**src/rtl/rotate_ram_port.sv**
```systemverilog
// Cornerturn port between the rotating scandoubler and the system RAM controller.
// 16-word write bursts and 8-word read bursts share one word-wide RAM port; rotation is done by address mapping.
module rotate_ram_port #(
    parameter int HCNT_WIDTH = 10,
    parameter int ADDR_WIDTH = 21,
    parameter int WR_BURST   = 16,
    parameter int RD_BURST   = 8,
    parameter int WR_LAT     = 2
) (
    input  logic                  clk_sys,
    input  logic                  reset,
    input  logic                  vidin_req,
    input  logic                  vidin_frame,
    input  logic [HCNT_WIDTH-1:0] vidin_row,
    input  logic [HCNT_WIDTH-1:0] vidin_col,
    input  logic [15:0]           vidin_d,
    output logic                  vidin_ack,
    input  logic                  vidout_req,
    input  logic                  vidout_frame,
    input  logic [HCNT_WIDTH-1:0] vidout_row,
    input  logic [HCNT_WIDTH-1:0] vidout_col,
    output logic [15:0]           vidout_d,
    output logic                  vidout_ack,
    output logic                  ram_req,
    output logic                  ram_we,
    output logic [ADDR_WIDTH-1:0] ram_addr,
    output logic [15:0]           ram_d,
    input  logic                  ram_ack,
    input  logic [15:0]           ram_q,
    input  logic                  ram_valid
);

    localparam int WC_W  = $clog2(WR_BURST + 1);
    localparam int WB_W  = $clog2(WR_BURST);
    localparam int RC_W  = $clog2(RD_BURST + 1);
    localparam int LAT_W = (WR_LAT > 1) ? $clog2(WR_LAT) : 1;

    typedef enum logic [2:0] {
        IDLE, WR_ISSUE, WR_WAIT, RD_ISSUE, RD_WAIT, RD_GAP
    } state_t;

    state_t                       r_state;
    state_t                       w_next;
    logic                         r_wr_frame;
    logic [HCNT_WIDTH-1:0]        r_wr_row;
    logic [HCNT_WIDTH-WB_W-1:0]   r_wr_col_hi;
    logic [WC_W-1:0]              r_wcnt;
    logic [LAT_W-1:0]             r_lat;
    logic [RC_W-1:0]              r_rcnt;
    logic [15:0]                  r_vidout_d;
    logic                         r_vidout_ack;

    logic [ADDR_WIDTH-1:0]        w_wr_addr;
    logic [ADDR_WIDTH-1:0]        w_rd_addr;
    logic                         w_ram_req;
    logic                         w_ram_we;
    logic [ADDR_WIDTH-1:0]        w_ram_addr;
    logic [15:0]                  w_ram_d;
    logic                         w_vidin_ack;
    logic                         w_unused;

    // Write lands transposed (column-major), read walks row-major: that swap is the rotation.
    assign w_wr_addr = {r_wr_frame, r_wr_col_hi, r_wcnt[WB_W-1:0], r_wr_row};
    assign w_rd_addr = {vidout_frame, vidout_row, vidout_col};
    assign w_unused  = ^vidin_col[WB_W-1:0];

    // State register
    always_ff @(posedge clk_sys) begin
        if (reset) begin
            r_state <= IDLE;
        end else begin
            r_state <= w_next;
        end
    end

    // Next-state logic; writes win arbitration because the video input cannot stall
    always_comb begin
        w_next = r_state;
        case (r_state)
            IDLE:     w_next = vidin_req ? WR_ISSUE : (vidout_req ? RD_ISSUE : IDLE);
            WR_ISSUE: w_next = ram_ack ? WR_WAIT : WR_ISSUE;
            WR_WAIT: begin
                if (r_lat != {LAT_W{1'b0}}) begin
                    w_next = WR_WAIT;
                end else if (r_wcnt == WC_W'(WR_BURST)) begin
                    w_next = IDLE;
                end else begin
                    w_next = WR_ISSUE;
                end
            end
            RD_ISSUE: w_next = !vidout_req ? IDLE : (ram_ack ? RD_WAIT : RD_ISSUE);
            RD_WAIT:  w_next = ram_valid ? RD_GAP : RD_WAIT;
            RD_GAP:   w_next = (r_rcnt == RC_W'(RD_BURST)) ? IDLE : RD_ISSUE;
            default:  w_next = IDLE;
        endcase
    end

    // RAM-side outputs decoded from state
    always_comb begin
        w_ram_req   = 1'b0;
        w_ram_we    = 1'b0;
        w_ram_addr  = {ADDR_WIDTH{1'b0}};
        w_ram_d     = 16'h0000;
        w_vidin_ack = 1'b0;
        case (r_state)
            WR_ISSUE: begin
                w_ram_req   = 1'b1;
                w_ram_we    = 1'b1;
                w_ram_addr  = w_wr_addr;
                w_ram_d     = vidin_d;
                w_vidin_ack = ram_ack;
            end
            RD_ISSUE: begin
                w_ram_req  = vidout_req;
                w_ram_addr = vidout_req ? w_rd_addr : {ADDR_WIDTH{1'b0}};
            end
            default: begin
                w_ram_req = 1'b0;
            end
        endcase
    end

    // Burst fields, word/latency counters and the registered read return
    always_ff @(posedge clk_sys) begin
        if (reset) begin
            r_wr_frame   <= 1'b0;
            r_wr_row     <= {HCNT_WIDTH{1'b0}};
            r_wr_col_hi  <= {(HCNT_WIDTH-WB_W){1'b0}};
            r_wcnt       <= {WC_W{1'b0}};
            r_lat        <= {LAT_W{1'b0}};
            r_rcnt       <= {RC_W{1'b0}};
            r_vidout_d   <= 16'h0000;
            r_vidout_ack <= 1'b0;
        end else begin
            r_vidout_ack <= 1'b0;
            case (r_state)
                IDLE: begin
                    if (vidin_req) begin
                        r_wr_frame  <= vidin_frame;
                        r_wr_row    <= vidin_row;
                        r_wr_col_hi <= vidin_col[HCNT_WIDTH-1:WB_W];
                        r_wcnt      <= {WC_W{1'b0}};
                    end else if (vidout_req) begin
                        r_rcnt <= {RC_W{1'b0}};
                    end
                end
                WR_ISSUE: begin
                    if (ram_ack) begin
                        r_wcnt <= r_wcnt + WC_W'(1);
                        r_lat  <= LAT_W'(WR_LAT - 1);
                    end
                end
                WR_WAIT: begin
                    if (r_lat != {LAT_W{1'b0}}) begin
                        r_lat <= r_lat - LAT_W'(1);
                    end else if (r_wcnt == WC_W'(WR_BURST)) begin
                        r_wcnt <= {WC_W{1'b0}};
                    end
                end
                RD_WAIT: begin
                    if (ram_valid) begin
                        r_vidout_d   <= ram_q;
                        r_vidout_ack <= 1'b1;
                        r_rcnt       <= r_rcnt + RC_W'(1);
                    end
                end
                RD_GAP: begin
                    if (r_rcnt == RC_W'(RD_BURST)) begin
                        r_rcnt <= {RC_W{1'b0}};
                    end
                end
                default: begin
                end
            endcase
        end
    end

    assign ram_req    = w_ram_req;
    assign ram_we     = w_ram_we;
    assign ram_addr   = w_ram_addr;
    assign ram_d      = w_ram_d;
    assign vidin_ack  = w_vidin_ack;
    assign vidout_d   = r_vidout_d;
    assign vidout_ack = r_vidout_ack;

endmodule

```
**config.mk**
```make
export PLATFORM = sky130hd
export DESIGN_NAME = rotate_ram_port
export DESIGN_NICKNAME = d
export VERILOG_FILES = /design/src/rtl/rotate_ram_port.sv
export SDC_FILE = /design/constraint.sdc
export NUM_CORES = 1
export LEC_CHECK = 0
export ABC_AREA = 1
export BUFFER_PORTS_ARGS = -buffer_cell sky130_fd_sc_hd__buf_2
export CAP_MARGIN = 20
export CORE_MARGIN = 2
export CORE_UTILIZATION = 44
export CTS_CLUSTER_SIZE = 8
export DETAILED_ROUTE_END_ITERATION = 16
export HOLD_SLACK_MARGIN = 0.02
export PLACE_DENSITY = 0.8
export SYNTH_ARGS = -nofsm -noshare
export SYNTH_HDL_FRONTEND = slang
export SYNTH_SLANG_ARGS = --single-unit
```
**constraint.sdc**
```tcl
create_clock -name clk_sys -period 1.6 [get_ports clk_sys]
set_input_delay 0.16 -clock clk_sys [delete_from_list [all_inputs] [get_ports clk_sys]]
set_output_delay 0.16 -clock clk_sys [all_outputs]
set_load 0.05 [all_outputs]
```
# Yosys cells after proc, flatten, opt, wreduce, memory -nomap -nowiden
# Cells that the tools add are included.
[word_totals]
elab_cells = 68
output_inout_bits = 57
in_bits = 80
ff_bits = 47
[op_classes]
reduce_logical = 10
eq_ne = 15
add_sub_neg = 3
muxes = 30
bitwise = 1
[ops]
columns = ["op", "count"]
rows = [
  ["$pmux 21 s2", 1],
  ["$mux 21", 1],
  ["$mux 5", 4],
  ["$pmux 3 s6", 1],
  ["$mux 16", 1],
  ["$mux 4", 4],
  ["$ne 2x2->1 const B", 8],
  ["$pmux 5 s3", 1],
  ["$pmux 4 s3", 1],
  ["$mux 2", 5],
  ["$reduce_and 5->1", 2],
  ["$mux 1", 7],
  ["$eq 3x2->1 const B", 2],
  ["$eq 3x3->1 const B", 2],
  ["$mux 3", 2],
  ["$reduce_and 2->1", 3],
  ["$reduce_bool 3->1", 2],
  ["$add 5x1->5 const B", 1],
  ["$eq 5x5->1 const B", 1],
  ["$add 4x1->4 const B", 1],
  ["$eq 4x4->1 const B", 1],
  ["$pmux 1 s2", 2],
  ["$eq 3x1->1 const B", 1],
  ["$logic_not 3->1", 1],
  ["other kinds (4)", 4],
]

# Depth between registers and ports, before layout
[depth]
ltp_word = 4
depth_mapped = 9
mapped_depth_nobuf = 9

# Worst setup path after synthesis
# Ideal clock, no wire load.
[synth_timing]
kind = "register to output"
start = "register r_state[0]"
end = "output port ram_addr[0]"
n_path_buf = 3
slack_ns = -0.649
path_stages_with_launch = 8
t_arrival_ns = 2.089
path_cell_list = "dfxtp_1 > buf_4 > inv_1 > nor2_1 > nand2_1 > buf_2 > buf_2 > o21ai_0"
[synth_between]
elab_chain_cells = 2
[synth_rtl]
columns = ["element", "line_no", "text"]
rows = [
  ["start, declared", "42", "state_t r_state;"],
  ["start signal, assigned", "72", "r_state <= w_next;"],
  ["$eq 3x2->1 / $eq 3x1->1 (equally long branches)", "105", "case (r_state)"],
  ["$pmux 21 s2 (*)", "105", ""],
  ["end, declared", "26", "output logic [ADDR_WIDTH-1:0] ram_addr,"],
]
# Every way passes the cells marked *; elsewhere a longest branch is shown, timed or not.

# Worst setup path after layout
[layout_timing]
start = "register r_state[0]"
end = "output port ram_addr[19]"
# The elaborated chain is that of the path after synthesis.

==> summary.md <==
| Metric | Value |
|---|---|
| HP Start | `ram_q[7]` |
| Layout cell share with drive strength beyond 1 | `0.487` |
| CTS buffer count | `5` |
| Top Ports | `137` |
| Unrepaired setup endpoints after global routing | `true` |
| Crit path DAT | `1.53 ns` |
| Die W | `77.5 um` |
| Placed cells | `560` |
| Root Driver | `clkbuf_8` |
| Final core occ | `0.815` |
| Post-Synth Adder-Cell Area | `0.0211` |
| IO buf count | `132` |
| Final net count | `599` |
| First-pass GRT wire length | `13.8 mm` |
| Post-route DRC | `0` |
| Hold path cells | `3` |
| Worst hold path class | `in2reg` |
| Hold buffer count at cts | `0` |
| #FFs+latches synth | `47` |
| Max_slew headroom | `0.557` |
| DPL Wire Length | `4.93 mm` |
| Fin Setup TNS | `-1.53 ns` |
| CP endpoint kind | `output port` |
| Reg clk slew, reported paths | `0.08 ns` |
| Worst Setup Start Kind | `register` |
| Drt initial violations | `172` |
| Worst reg2reg path depth | `9` |
| Ys Warns | `0` |
| Worst slew pin tran | `0.664 ns` |
| CTS Sinks | `47` |
| Kind of critical path | `reg2out` |
| Largest net degree at the start of global routing | `35` |
| CORE AREA | `5170 um2` |
| Syn nets | `445` |
| WL/cell | `15.7 um` |
| Die ar. | `6000 um2` |
| Routed WL | `9.21 mm` |
| Status | `finished, violations left` |
| Synth Area in Compound Gates | `0.184` |
| Clk Latency, worst-skew pair | `0.30 ns` |
| Clk_skew | `0.00367 ns` |
| Sequential area share after synthesis | `0.396` |
| Worst setup margin | `-0.0880 ns` |
| Mapped Avg Cell Area | `6.58 um2` |
| Max clock buf depth | `2` |
| Critical path peak fanout | `8` |
| Post-synth top area share | `0.396` |
| Vias in the first global route | `2927` |
| PwrDens | `899 nW/um2` |
| Non-filler instance count after layout | `585` |
| Area leader, netlist | `dfxtp_1` |
| H-tree lvl count | `2` |
| Synth area leaders | `dfxtp_1 (40%), nand2_1 (14%), a21oi_1 (8.4%)` |
| Register area | `945 um2` |
| Final hold vios | `0` |
| Period utilisation layout | `1.06` |
| Pre-CTS setup slack | `0.0455 ns` |
| # setup viols final | `42` |
| Area post-placement | `3270 um2` |
| Max Transition Viols Final | `0` |
| Combinational family with the most area after synthesis | `simple AND/OR/NAND/NOR gates` |
| Antenna cells | `0` |
| Gpl congestion | `0.909` |
| Final ANT Viol Nets | `0` |
| Starting density of the core | `0.459` |
| Vias | `3013` |
| R2r setup slk | `-0.02 ns` |
| Proportion of synthesized area in mux cells | `0` |
| Failing checks | `setup timing` |
| Mapped Cells | `361` |
| CTS tree | `yes` |
| Drt via density | `5.15` |
| Netlist cell types | `23` |
| Total Power | `3.79 mW` |
| Synth Area in Simple Gates | `0.269` |
| # rows | `26` |
| Initial DRT Pass Iterations | `4` |
| Chip height | `77.5 um` |
| Multi-input gate area | `1560 um2` |
| Count of max-cap constraint violations | `0` |
| Area Growth Syn to Fin | `77.5%` |
| Origin of the worst setup path | `r_state[0]` |
| Grt ovf | `0` |
| F_max | `592 MHz` |
| CP Data Required Time | `1.44 ns` |
| Filler Cells Inserted | `312` |
| Total Routing Usage GR | `0.286` |
| WHS | `0.0926 ns` |
| Xor/xnor cell area share of the yosys netlist | `0` |
| Mapped Area | `2380 um2` |
| Minimum clock period after layout | `1.69 ns` |
| Final Cell Area | `4220 um2` |
| Worst reg2reg path startpoint | `r_state[0]` |
| Initial antenna violation count | `0` |
| Peak supply drop | `0.664 mV` |
| P_leak | `1.96 nW` |
-- placed cells by master (no fill, tap or decap), types with 3 or more instances in the layout --
cell	count
a21oi_1	39
buf_12	3
buf_16	3
buf_2	92
buf_4	18
buf_6	41
buf_8	7
clkbuf_8	5
dfxtp_1	44
dfxtp_2	3
ha_1	4
inv_1	50
inv_2	3
nand2_1	70
nand2_2	15
nand2_4	3
nand3_1	11
nand4_1	7
nor2_1	20
nor2_4	24
o21ai_0	4
o21ai_1	11
o21ai_2	13
o21ai_4	13
-- timing repair --
action | 4_1_cts | 5_1_grt
hold endpoints to repair | 0 | 0
endpoints found under the setup margin | 40 | 83
buffers inserted | 14 | 2
pin swaps | 7 | 8
cloned | 5 | 0
resized for setup | 155 | 51
-- cell families after synthesis --
logic type | count (synthesis)
and+or+nand+nor | 153
AOI/OAI and AO/OA | 85
DFF | 47
adders and majority gates | 4
buffers and inverters | 72
-- per-layer routing --
layer | global-route usage | vias up | share of wire
li1 | - | 1450 | -
met1 | 0.326 | 1365 | 0.39
met2 | 0.508 | 170 | 0.49
met3 | 0.0756 | 28 | 0.086
met4 | 0.114 | 0 | 0.029
met5 | 0 | - | 0
-- critical path, stage by stage, from the launching register on --
cell and delay (ns):
dfxtp_2 0.35, inv_1 0.07, nor2_4 0.11, nand2_4 0.09
buf_12 0.14, buf_12 0.14, o21ai_2 0.15, buf_6 0.18
-- path summary, 6_finish.rpt --
kind                  end
max          ram_addr[19]
min reg2reg   vidout_d[1]
max reg2reg   r_wr_row[2]
min           vidout_d[7]
-- Yosys cell counts, drive strengths merged --
| library cell | number |
|---|---|
| a41oi | 1 |
| clkbuf | 3 |
| a31oi | 1 |
| nand4 | 7 |
| buf | 14 |
| nand2 | 88 |
| o21bai | 1 |
| nand3 | 13 |
| ha | 4 |
| inv | 55 |
| a22o | 1 |
| a21oi | 40 |
| o21ai | 41 |
| nor2 | 45 |
| dfxtp | 47 |
-- sequential cells by signal (all words and copies together), names as in the netlist --
register	flops
r_rcnt	4
r_lat	1
r_wr_col_hi	6
r_wcnt	5
r_wr_row	10
r_wr_frame	1
vidout_ack	1
vidout_d	16
r_state	3
-- cell type report --
class	count	share of cell area
Multi-Input combinational cell	242	0.371
Timing Repair Buffer	164	0.309
Sequential cell	47	0.224
Inverter	55	0.0510
Tap cell	70	0.0208
Clock buffer	6	0.0172
Clock inverter	1	0.00712
-- where the power goes --
part | leakage, nW | switching, mW | internal, mW
registers | 0.385 | 0.0541 | 1.26
logic | 1.52 | 0.996 | 0.641
clock network | 0.0513 | 0.387 | 0.458
Note: power is estimated with default switching activity, not from simulation.
